File: config.mk
export PLATFORM = sky130hd
export DESIGN_NAME = sega_pad_reader
export DESIGN_NICKNAME = d
export VERILOG_FILES = /design/src/rtl/sega_pad_reader.sv
export SDC_FILE = /design/constraint.sdc
export NUM_CORES = 1
export LEC_CHECK = 0
export CORE_AREA = 2 2 67 69
export DETAILED_ROUTE_END_ITERATION = 10
export DIE_AREA = 0 0 69 71
export PLACE_DENSITY = 0.7
export SLEW_MARGIN = 0
export SYNTH_ARGS = -nofsm -noshare
export SYNTH_HDL_FRONTEND = slang
export SYNTH_SLANG_ARGS = --single-unit
export TNS_END_PERCENT = 5
File: constraint.sdc
create_clock -name clock_25 -period 1.6 [get_ports clock_25]
set_input_delay 0.24 -clock clock_25 [delete_from_list [all_inputs] [get_ports clock_25]]
set_output_delay 0.24 -clock clock_25 [all_outputs]
set_load 0.01 [all_outputs]
File: src/rtl/sega_pad_reader.sv
// Scans a Mega Drive 3-button pad (select on pin_d7) and builds the NES-order joystick byte.
// Optional PAD_DEBOUNCE_EN: joy only follows a candidate seen on DEBOUNCE_SCANS consecutive scans.
module sega_pad_reader #(
  parameter int IDLE_CYCLES    = 50000,
  parameter int HALF_CYCLES    = 250,
  parameter int SETTLE         = 200,
  parameter int DEBOUNCE_SCANS = 2
) (
  input  logic       clock_25,
  input  logic       reset_n,
  input  logic       pin_d1,
  input  logic       pin_d2,
  input  logic       pin_d3,
  input  logic       pin_d4,
  input  logic       pin_d6,
  input  logic       pin_d9,
  output logic       pin_d7,
  output logic [7:0] joy,
  output logic       present,
  output logic       scan_done
);

  localparam int CW = (IDLE_CYCLES > 2) ? $clog2(IDLE_CYCLES) : 1;
  localparam logic [CW-1:0] IDLE_LAST   = CW'(IDLE_CYCLES - 1);
  localparam logic [CW-1:0] HALF_LAST   = CW'(HALF_CYCLES - 1);
  localparam logic [CW-1:0] SETTLE_LAST = CW'(SETTLE - 1);

  if (SETTLE >= HALF_CYCLES || SETTLE < 1 || HALF_CYCLES > IDLE_CYCLES || DEBOUNCE_SCANS < 1)
  begin : g_bad_cfg
    $error("sega_pad_reader: inconsistent timing or debounce parameters");
  end

  typedef enum logic [1:0] {S_IDLE, S_HI, S_LO, S_COMMIT} state_t;

  state_t        state_q, state_d;
  logic [CW-1:0] cnt_q, cnt_d;
  logic          pin_d7_q, pin_d7_d;
  logic          hi_cap_en, lo_cap_en, commit;

  // Pin order everywhere below: {d9, d6, d4, d3, d2, d1}
  logic [5:0] sync1_q, sync2_q;

  always_ff @(posedge clock_25) begin
    if (!reset_n) begin
      sync1_q <= '0;
      sync2_q <= '0;
    end else begin
      sync1_q <= {pin_d9, pin_d6, pin_d4, pin_d3, pin_d2, pin_d1};
      sync2_q <= sync1_q;
    end
  end

  always_ff @(posedge clock_25) begin
    if (!reset_n) begin
      state_q  <= S_IDLE;
      cnt_q    <= '0;
      pin_d7_q <= 1'b1;
    end else begin
      state_q  <= state_d;
      cnt_q    <= cnt_d;
      pin_d7_q <= pin_d7_d;
    end
  end

  always_comb begin
    state_d = state_q;
    case (state_q)
      S_IDLE:   if (cnt_q == IDLE_LAST) state_d = S_HI;
      S_HI:     if (cnt_q == HALF_LAST) state_d = S_LO;
      S_LO:     if (cnt_q == HALF_LAST) state_d = S_COMMIT;
      S_COMMIT: state_d = S_IDLE;
      default:  state_d = S_IDLE;
    endcase
    cnt_d    = (state_d != state_q) ? '0 : cnt_q + CW'(1);
    // Registered select so the pad never sees a decode glitch
    pin_d7_d = (state_d != S_LO);
  end

  always_comb begin
    commit    = (state_q == S_COMMIT);
    hi_cap_en = (state_q == S_HI) && (cnt_q == SETTLE_LAST);
    lo_cap_en = (state_q == S_LO) && (cnt_q == SETTLE_LAST);
  end

  assign pin_d7    = pin_d7_q;
  assign scan_done = commit;

  // hi_q = {c, b, right, left, down, up}; lo_q = {start, a, det}
  logic [5:0] hi_q;
  logic [2:0] lo_q;

  always_ff @(posedge clock_25) begin
    if (!reset_n) begin
      hi_q <= '0;
      lo_q <= '0;
    end else begin
      if (hi_cap_en) hi_q <= sync2_q;
      if (lo_cap_en) lo_q <= {sync2_q[5], sync2_q[4], sync2_q[3] & sync2_q[2]};
    end
  end

  logic       det, ud_ok, lr_ok;
  logic [7:0] cand;

  always_comb begin
    det   = lo_q[0];
    ud_ok = !(hi_q[0] & hi_q[1]);
    lr_ok = !(hi_q[2] & hi_q[3]);
    cand  = 8'h00;
    if (det) begin
      cand = {hi_q[3] & lr_ok, hi_q[2] & lr_ok, hi_q[1] & ud_ok, hi_q[0] & ud_ok,
              lo_q[2], hi_q[5], hi_q[4], lo_q[1]};
    end
  end

  logic [7:0] joy_q, joy_d;
  logic       present_q, present_d;

`ifdef PAD_DEBOUNCE_EN
  localparam int MW = $clog2(DEBOUNCE_SCANS + 1);
  localparam logic [MW-1:0] MATCH_FULL = MW'(DEBOUNCE_SCANS);

  logic [7:0]    cand_q, cand_d;
  logic [MW-1:0] match_q, match_d;

  always_ff @(posedge clock_25) begin
    if (!reset_n) begin
      cand_q  <= '0;
      match_q <= '0;
    end else begin
      cand_q  <= cand_d;
      match_q <= match_d;
    end
  end

  always_comb begin
    cand_d    = cand_q;
    match_d   = match_q;
    joy_d     = joy_q;
    present_d = present_q;
    if (commit) begin
      present_d = det;
      cand_d    = cand;
      if (cand != cand_q)            match_d = MW'(1);
      else if (match_q < MATCH_FULL) match_d = match_q + MW'(1);
      // Removal is reported at once; only presses and releases are filtered
      if (!det)                      joy_d = 8'h00;
      else if (match_d >= MATCH_FULL) joy_d = cand;
    end
  end
`else
  always_comb begin
    joy_d     = joy_q;
    present_d = present_q;
    if (commit) begin
      present_d = det;
      joy_d     = cand;
    end
  end
`endif

  always_ff @(posedge clock_25) begin
    if (!reset_n) begin
      joy_q     <= 8'h00;
      present_q <= 1'b0;
    end else begin
      joy_q     <= joy_d;
      present_q <= present_d;
    end
  end

  assign joy     = joy_q;
  assign present = present_q;

endmodule
; Word level (Yosys, flattened, before mapping)
; Cells that the tools add are included.
[op_classes]
n_addsub = 1
reduce_logical = 6
shifts = 0
n_lt_le_gt_ge = 0
n_bitwise = 8
n_mul = 0
n_eq_ne = 8
muxes = 5
div_mod_pow = 0
[op_table]
columns = operator, n
row1 = $eq A16 B8 Y1 const B, 2
row2 = $add A16 B1 Y16 const B, 1
row3 = $eq A16 B16 Y1 const B, 1
row4 = $mux W8, 1
row5 = $pmux W2 S4, 1
row6 = $and A1 B1 Y1, 7
row7 = $mux W2, 3
row8 = $eq A2 B2 Y1 const B, 2
row9 = $eq A2 B1 Y1 const B, 1
row10 = $logic_and A1 B1 Y1, 2
row11 = $logic_not A1 Y1, 2
row12 = $logic_not A2 Y1, 1
row13 = $ne A2 B2 Y1, 1
row14 = $ne A2 B2 Y1 const B, 1
row15 = $reduce_or A2 Y1, 1
row16 = $not A1 Y1, 1
[word_totals]
word_cells = 37
n_memories = 0
inputBits = 8
ram_bits = 0
romBits = 0
latch_bits = 0
output_inout_bits = 11
reg_bits = 49

; Logic depth before layout (Yosys ltp)
; Gate-level depths: netlist (run 1).
[logic_depth]
ltp_word = 5
ltp_mapped = 7
depth_no_buf = 6

; Worst setup path before layout (run 1)
; No wires, ideal clock.
[synth_timing]
path_type = reg2reg
from = register cnt_q[9]
to = register pin_d7_q, in the netlist pin_d7
stages_incl_launch_ff = 5
setup_time_ns = 0.062
path_slack_ns = -0.067
path_buffers = 0
t_required_ns = 1.538
period_less_slack_ns = 1.667
t_arrival_ns = 1.605
cell_sequence = dfxtp_1 or4_4 nor4_4 mux2_2 nand3_1
[synth_via]
elab_chain_len = 4
elab_cells_between_ends = 7
cone_classes = 3 x eq/ne / 4 x mux
[synth_lines]
columns = element, line_no
row1 = "start, declared", 36  ; logic [CW-1:0] cnt_q, cnt_d;
row2 = "start signal, assigned", 60  ; cnt_q <= cnt_d;
row3 = $eq A16 B8 Y1 or $eq A16 B16 Y1 (tied branches), "69, 70, 68"
row4 = "$mux W2, on equally long branches", "70, 68, 69"
row5 = $pmux W2 S4 *, 67  ; case (state_q)
row6 = $ne A2 B2 Y1 *, 76  ; pin_d7_d = (state_d != S_LO);
row7 = "end signal, assigned", 61  ; pin_d7_q <= pin_d7_d;
row8 = "end, declared", 37  ; logic pin_d7_q, pin_d7_d;
; Every way passes the cells marked *; elsewhere a longest branch is shown, timed or not.
; A chain may end at the register's enable or synchronous reset.

; Worst setup path in the final report (run 1)
[layout_timing]
from = register cnt_q[15]
to = register pin_d7_q, in the netlist pin_d7
; Same word-level chain as after synthesis.

==> results of run 1 <==
-- layer usage --
layer | vias up | GRT usage, % | share of wire (%) | wire, um
met3 | 4 | 4.70 | 3.6 | 130
met5 | - | 0 | 0 | 0
met2 | 20 | 25.0 | 48 | 1700
li1 | 761 | - | - | -
met4 | 0 | 5.23 | 1.1 | 40
met1 | 641 | 20.1 | 48 | 1700
-- timing repair --
item,CTS,global route
endpoints found under the hold margin,0,0
endpoints found under the setup margin,28,27
resized for setup,7,1
setup buffers,0,0
-- path summary, 6_finish.rpt --
kind	start	to	slack, ns	cells past startpoint
worst max-delay path	cnt_q[15]$_SDFF_PP0_	pin_d7$_SDFF_PN1_	-0.08	4
worst max register to register	cnt_q[15]$_SDFF_PP0_	pin_d7$_SDFF_PN1_	-0.08	4
worst min-delay path	sync2_q[1]$_SDFF_PN0_	hi_q[1]$_SDFFE_PN0P_	0.44	2
worst min register to register	sync2_q[1]$_SDFF_PN0_	hi_q[1]$_SDFFE_PN0P_	0.44	2
-- synth_stat cells, types with 2 or more instances --
master,n,area share [%]
nor2_1,3,0.56
nand4_1,3,0.94
nor4_1,4,1.2
buf_2,3,0.75
nor3_1,20,5.0
or4_4,2,1.1
mux2i_1,10,5.0
dfxtp_1,49,49
and3_1,2,0.62
xnor2_1,11,4.8
nor3_2,2,1.0
nand3_1,6,1.5
nand2_1,20,3.7
xor2_1,3,1.3
buf_6,2,1.1
a22o_1,4,1.7
ha_1,2,1.2
nor2b_1,3,0.94
clkbuf_1,4,0.75
inv_1,9,1.7
and2_1,14,4.4
a32o_1,4,2.0
-- kinds of logic (layout without fill, tap and decap cells) --
logic type | after synthesis | in the layout
flip-flops | 49 | 49
XOR/XNOR | 14 | 14
adder cells (fa/ha/maj) | 2 | 2
AND/OR/NAND/NOR | 89 | 89
AO/OA/AOI/OAI | 13 | 13
buffers and inverters | 20 | 58
multiplexers | 11 | 11
-- state kept, by name, indices dropped and copies added, names as in the netlist --
| register | cells |
|---|---|
| present | 1 |
| hi_q | 6 |
| joy | 8 |
| lo_q | 3 |
| sync1_q | 6 |
| state_q | 2 |
| pin_d7 | 1 |
| sync2_q | 6 |
| cnt_q | 16 |
-- through the flow --
| step | setup TNS, ns | setup slack (ns) | area (um^2) | utilization [%] | total power [mW] |
|---|---|---|---|---|---|
| final | -0.829 | -0.0815 | 2480 | 59.1 | 2.07 |
| after floorplan | -0.813 | -0.0655 | 2000 | - | 1.33 |
| after global placement | -0.904 | -0.0487 | 2370 | 56.4 | 1.37 |
| after detailed placement | -1.10 | -0.0674 | 2370 | 56.4 | 1.37 |
| after CTS | -1.09 | -0.0821 | 2480 | 59.0 | 2.08 |
| after global routing | -2.58 | -0.140 | 2480 | 59.1 | 2.15 |
-- report_power, final --
group          internal (mW)  switching, mW  leakage (nW)  total, mW
clock                  0.310          0.418        0.0445      0.729
combinational         0.0521         0.0395         0.520     0.0915
sequential              1.24        0.00974         0.399       1.25
-- critical path: stages, from the launching register on --
cell,delay (ns)
dfxtp_1,0.32
or4_4,0.59
nor4_4,0.29
mux2_2,0.36
nand3_1,0.07
-- cell type report --
class	instances	area (um^2)
clock inverter	3	21.3
inverter	9	33.8
tap	52	65.1
fill	370	1720
sequential	49	983
multi-input combinational	129	932
clock buffer	5	68.8
timing repair buffer	41	380
==> impl_metrics.json, run 1 <==
{
  "grt_pass1_vias": 1340,
  "grt_pass1_wl_um": 6040,
  "setup_ws_ns": -0.0815,
  "stdcell_count": 288,
  "cts_root_buf": "clkbuf_8",
  "syn_to_final_growth_pct": 24.0,
  "layout.nets": 245,
  "synthCells": 198,
  "via_per_inst": 4.95,
  "synthArstFlopShare_pct": 0,
  "path_max_fanout": 4,
  "post_synth.cell_area_avg_um2": 10.1,
  "drtAntennaViolNets": 0,
  "setup_viol": 21,
  "fin_crit_ns": 1.68,
  "grt_max_degree": 32,
  "yosysSeqAreaShare_pct": 49.0,
  "ios": 19,
  "io_buffer_count": 18,
  "antenna_found_initial": 0,
  "slew_headroom_pct": 75.2,
  "syn_area_um2": 2000,
  "place_congestion": 0.818,
  "maxCapViolCount": 0,
  "firstDrtPassIters": 4,
  "numCtsBuffers": 5,
  "cts_tree": "yes",
  "synthAdderAreaFrac_pct": 1.25,
  "synth_edf_count": 0,
  "synth_compound_area_share_pct": 5.75,
  "power_density_nw_per_um2": 833,
  "post-place-cells": 280,
  "clock_skew_ns": 0.00575,
  "synth.mux.area_fraction_pct": 5.56,
  "grtUsageTotal_pct": 15.5,
  "grt_overflow": 0,
  "clk_latency_ns": 0.30,
  "antenna_cells": 0,
  "slew_viol_final": 0,
  "final_common_cell": "dfxtp_1",
  "layout_common_cells": "47 x dfxtp_1, 20 x nand2_1, 20 x nor3_1, 20 x buf_4, 17 x clkdlybuf4s50_1",
  "dp_hpwl_um": 2520,
  "cts_hold_buf": 0,
  "synth_nets": 208,
  "worstMarginPinSlew_ns": 0.371,
  "worst_setup_path_end_kind": "register",
  "clock-sinks": 49,
  "row_count": 24,
  "status": "finished, violations left",
  "routed_wl_um": 3570,
  "clk_pin_slew_worst_paths_ns": 0.09,
  "hold_viol_final": 0,
  "vias": 1426,
  "htree_num_levels": 2,
  "fp.dieH_um": 71,
  "rsz0062_at_grt": "true",
  "drc": 0,
  "violations": "negative setup slack",
  "crit_type": "register to register",
  "ctsLongestPathBuffers": 2,
  "max_freq_mhz": 595,
  "drive_gt1_share_pct": 19.1,
  "wire_per_inst_um": 12.4,
  "period_share_pct": 105,
  "leakage_nw": 0.964,
  "synth_seq_cells": 49,
  "fp.dieW_um": 69,
  "hold_ws_ns": 0.441,
  "synth_xor_area_share_pct": 6.12,
  "synth.distinct_cells": 40,
  "yosysWarnings": 0,
  "hp-class": "register to register",
  "synth-simple-area-share_pct": 26.9,
  "start_kind": "register",
  "ir_drop_uv": 542,
  "die_area_um2": 4900,
  "core_um2": 4200,
  "synth_top_family_by_area": "simple AND/OR/NAND/NOR gates",
  "start_util_pct": 47.6,
  "first_iter_violations": 60,
  "arrival_ns": 1.93,
  "ys.flop_type": "dfxtp_1",
  "crit_required_ns": 1.85
}
No activity file was read; power rests on OpenSTA's default activity.
==> run 2: changes to the inputs <==
Settings changed: SLEW_MARGIN 0 to not set.
==> results of run 2 <==
Final layout, timing and power as in run 1 (identical DEF).
==> run 3: changes to the inputs <==
--- a/config.mk
+++ b/config.mk
@@ -7,3 +7,5 @@
 export LEC_CHECK = 0
+export ABC_CLOCK_PERIOD_IN_PS = 1600
 export CORE_AREA = 2 2 67 69
+export CTS_CLUSTER_SIZE = 12
 export DETAILED_ROUTE_END_ITERATION = 10
==> constraint.sdc (replaced) <==
create_clock -name clock_25 -period 1.6 [get_ports clock_25]
set_input_delay 0.32 -clock clock_25 [delete_from_list [all_inputs] [get_ports clock_25]]
set_output_delay 0.32 -clock clock_25 [all_outputs]
set_load 0.01 [all_outputs]
==> impl_metrics.json, run 3 (synthesis gave the netlist of run 1 again) <==
{
  "firstDrtPassIters": 4,
  "regArea_um2": 985,
  "path_max_fanout": 4,
  "post-place-cells": 280,
  "whs_path_depth": 1,
  "p_sw_uw": 454,
  "clkPwrFrac_pct": 39.5,
  "worstMarginPinSlew_ns": 0.386,
  "status": "finished, violations left",
  "grt_pass1_wl_um": 6020,
  "htree_num_levels": 2,
  "worstHoldEndpoint": "sync2_q[4]$_SDFF_PN0_",
  "cts_root_buf": "clkbuf_8",
  "clock-sinks": 49,
  "start_util_pct": 47.6,
  "reg2reg_depth": 4,
  "drive_gt1_share_pct": 19.5,
  "clk_latency_ns": 0.31,
  "hp-class": "register to register",
  "design_area_um2": 2510,
  "clk_pin_slew_worst_paths_ns": 0.08,
  "internal-power_mw": 1.76,
  "grt_pass1_vias": 1323,
  "r2r_start": "cnt_q[14]$_SDFF_PP0_",
  "first_iter_violations": 64,
  "top_register": "cnt_q",
  "routed_wl_um": 3510,
  "violations": "negative setup slack",
  "row_count": 24,
  "grt_max_degree": 32,
  "r2r_setup_slack_ns": -0.11,
  "largest_reg_flops": 16,
  "ios": 19,
  "via_per_inst": 4.96,
  "io_buffer_count": 18,
  "place_congestion": 0.779,
  "core_um2": 4200,
  "worst_setup_path_end_kind": "register",
  "ir_drop_uv": 503,
  "period_share_pct": 107,
  "antenna_cells": 0,
  "place_area_um2": 2370,
  "critPathMaxStageDelay_ns": 0.59,
  "slew_viol_final": 0,
  "fin_crit_ns": 1.71,
  "layout.nets": 245,
  "seqPwrFrac_pct": 56.4,
  "drtAntennaViolNets": 0,
  "ctsLongestPathBuffers": 2,
  "maxCapViolCount": 0,
  "pwr-share-comb_pct": 4.1,
  "fp.dieH_um": 71,
  "crit_chain": "or4_4 -> nor4_4 -> mux2_4 -> nand3_1",
  "hold_viol_final": 0,
  "fp.dieW_um": 69,
  "cts_hold_buf": 0,
  "antenna_found_initial": 0,
  "arrival_ns": 1.95,
  "setup_ws_ns": -0.106,
  "hp-start": "sync1_q[4]$_SDFF_PN0_",
  "wire_per_inst_um": 12.2,
  "setup_viol": 21,
  "post-cts-setup-buffer-count": 0,
  "slew_headroom_pct": 74.0,
  "layout_common_cells": "46 x dfxtp_1, 21 x buf_4, 20 x nand2_1",
  "drc": 0,
  "multi_input_area_um2": 941,
  "leakage_nw": 0.975,
  "stdcell_count": 288,
  "clock_skew_ns": 0.00743,
  "dp_hpwl_um": 2470,
  "final_common_cell": "dfxtp_1",
  "r2r_end": "pin_d7$_SDFF_PN1_",
  "slowest_stage": "or4_4",
  "syn_to_final_growth_pct": 25.4,
  "crit_required_ns": 1.85,
  "fin_total_pwr_mw": 2.21,
  "power_density_nw_per_um2": 881,
  "vias": 1429,
  "hold_ws_ns": 0.436,
  "grtUsageTotal_pct": 15.9,
  "die_area_um2": 4900,
  "fillerInstances": 368,
  "rsz0062_at_grt": "true",
  "max_freq_mhz": 586,
  "sw_frac_of_total_pct": 20.5,
  "crit_start": "cnt_q[14]$_SDFF_PP0_",
  "grt_overflow": 0,
  "cts_tree": "yes",
  "numCtsBuffers": 5,
  "postLayoutCoreUtil_pct": 59.8,
  "start_kind": "register",
  "crit_type": "register to register"
}
## run 3: worst max-delay path by stage
stage / end / cells past startpoint
6_report: pin_d7$_SDFF_PN1_ / 4
5_1_grt: pin_d7$_SDFF_PN1_ / 4
4_1_cts: pin_d7$_SDFF_PN1_ / 4
3_5_place_dp: lo_q[1]$_SDFFE_PN0P_ / 4
3_3_place_gp: lo_q[1]$_SDFFE_PN0P_ / 4
2_1_floorplan: cnt_q[0]$_SDFF_PP0_ / 6
## run 3: power groups by stage
stage | clock (mW) | sequential, mW | combinational (mW)
3_5_place_dp | 0 | 1.28 | 0.0915
6_report | 0.875 | 1.25 | 0.0908
5_1_grt | 0.950 | 1.25 | 0.101
2_1_floorplan | 0 | 1.28 | 0.0508
3_3_place_gp | 0 | 1.28 | 0.0909
4_1_cts | 0.892 | 1.25 | 0.0917
## run 3: what timing repair did
action	4_1_cts	5_1_grt
endpoints found under the setup margin	27	27
pin swaps	3	0
cloned	0	0
gates resized for setup	7	3
## run 3: per-layer routing
metal,track usage (%),vias to the layer above,part of all wire [%]
met1,19.7,640,49
met2,24.8,27,45
li1,-,756,-
met5,0,-,0
met4,7.84,0,2.0
met3,5.56,6,4.6
## run 3: through the flow
| step | setup TNS (ns) | setup WS, ns |
|---|---|---|
| final | -0.993 | -0.106 |
| after global routing | -2.53 | -0.160 |
| after CTS | -1.16 | -0.0903 |
| after detailed placement | -1.82 | -0.0931 |
| after global placement | -1.62 | -0.0748 |
| after floorplan | -0.813 | -0.0655 |
## run 3: worst max-delay path, delay by kind of cell (launching register included)
family	cells	cell delay (ns)
mux	1	0.32
flops	1	0.31
simple gates	3	1.01
## run 3: area by class of cell
class / count / share of cell area (%)
tap: 52 / 2.59
multi-input combinational: 129 / 37.5
sequential: 49 / 39.2
inverter: 9 / 1.34
clock buffer: 6 / 2.89
clock inverter: 2 / 1.54
timing repair buffer: 41 / 15.0
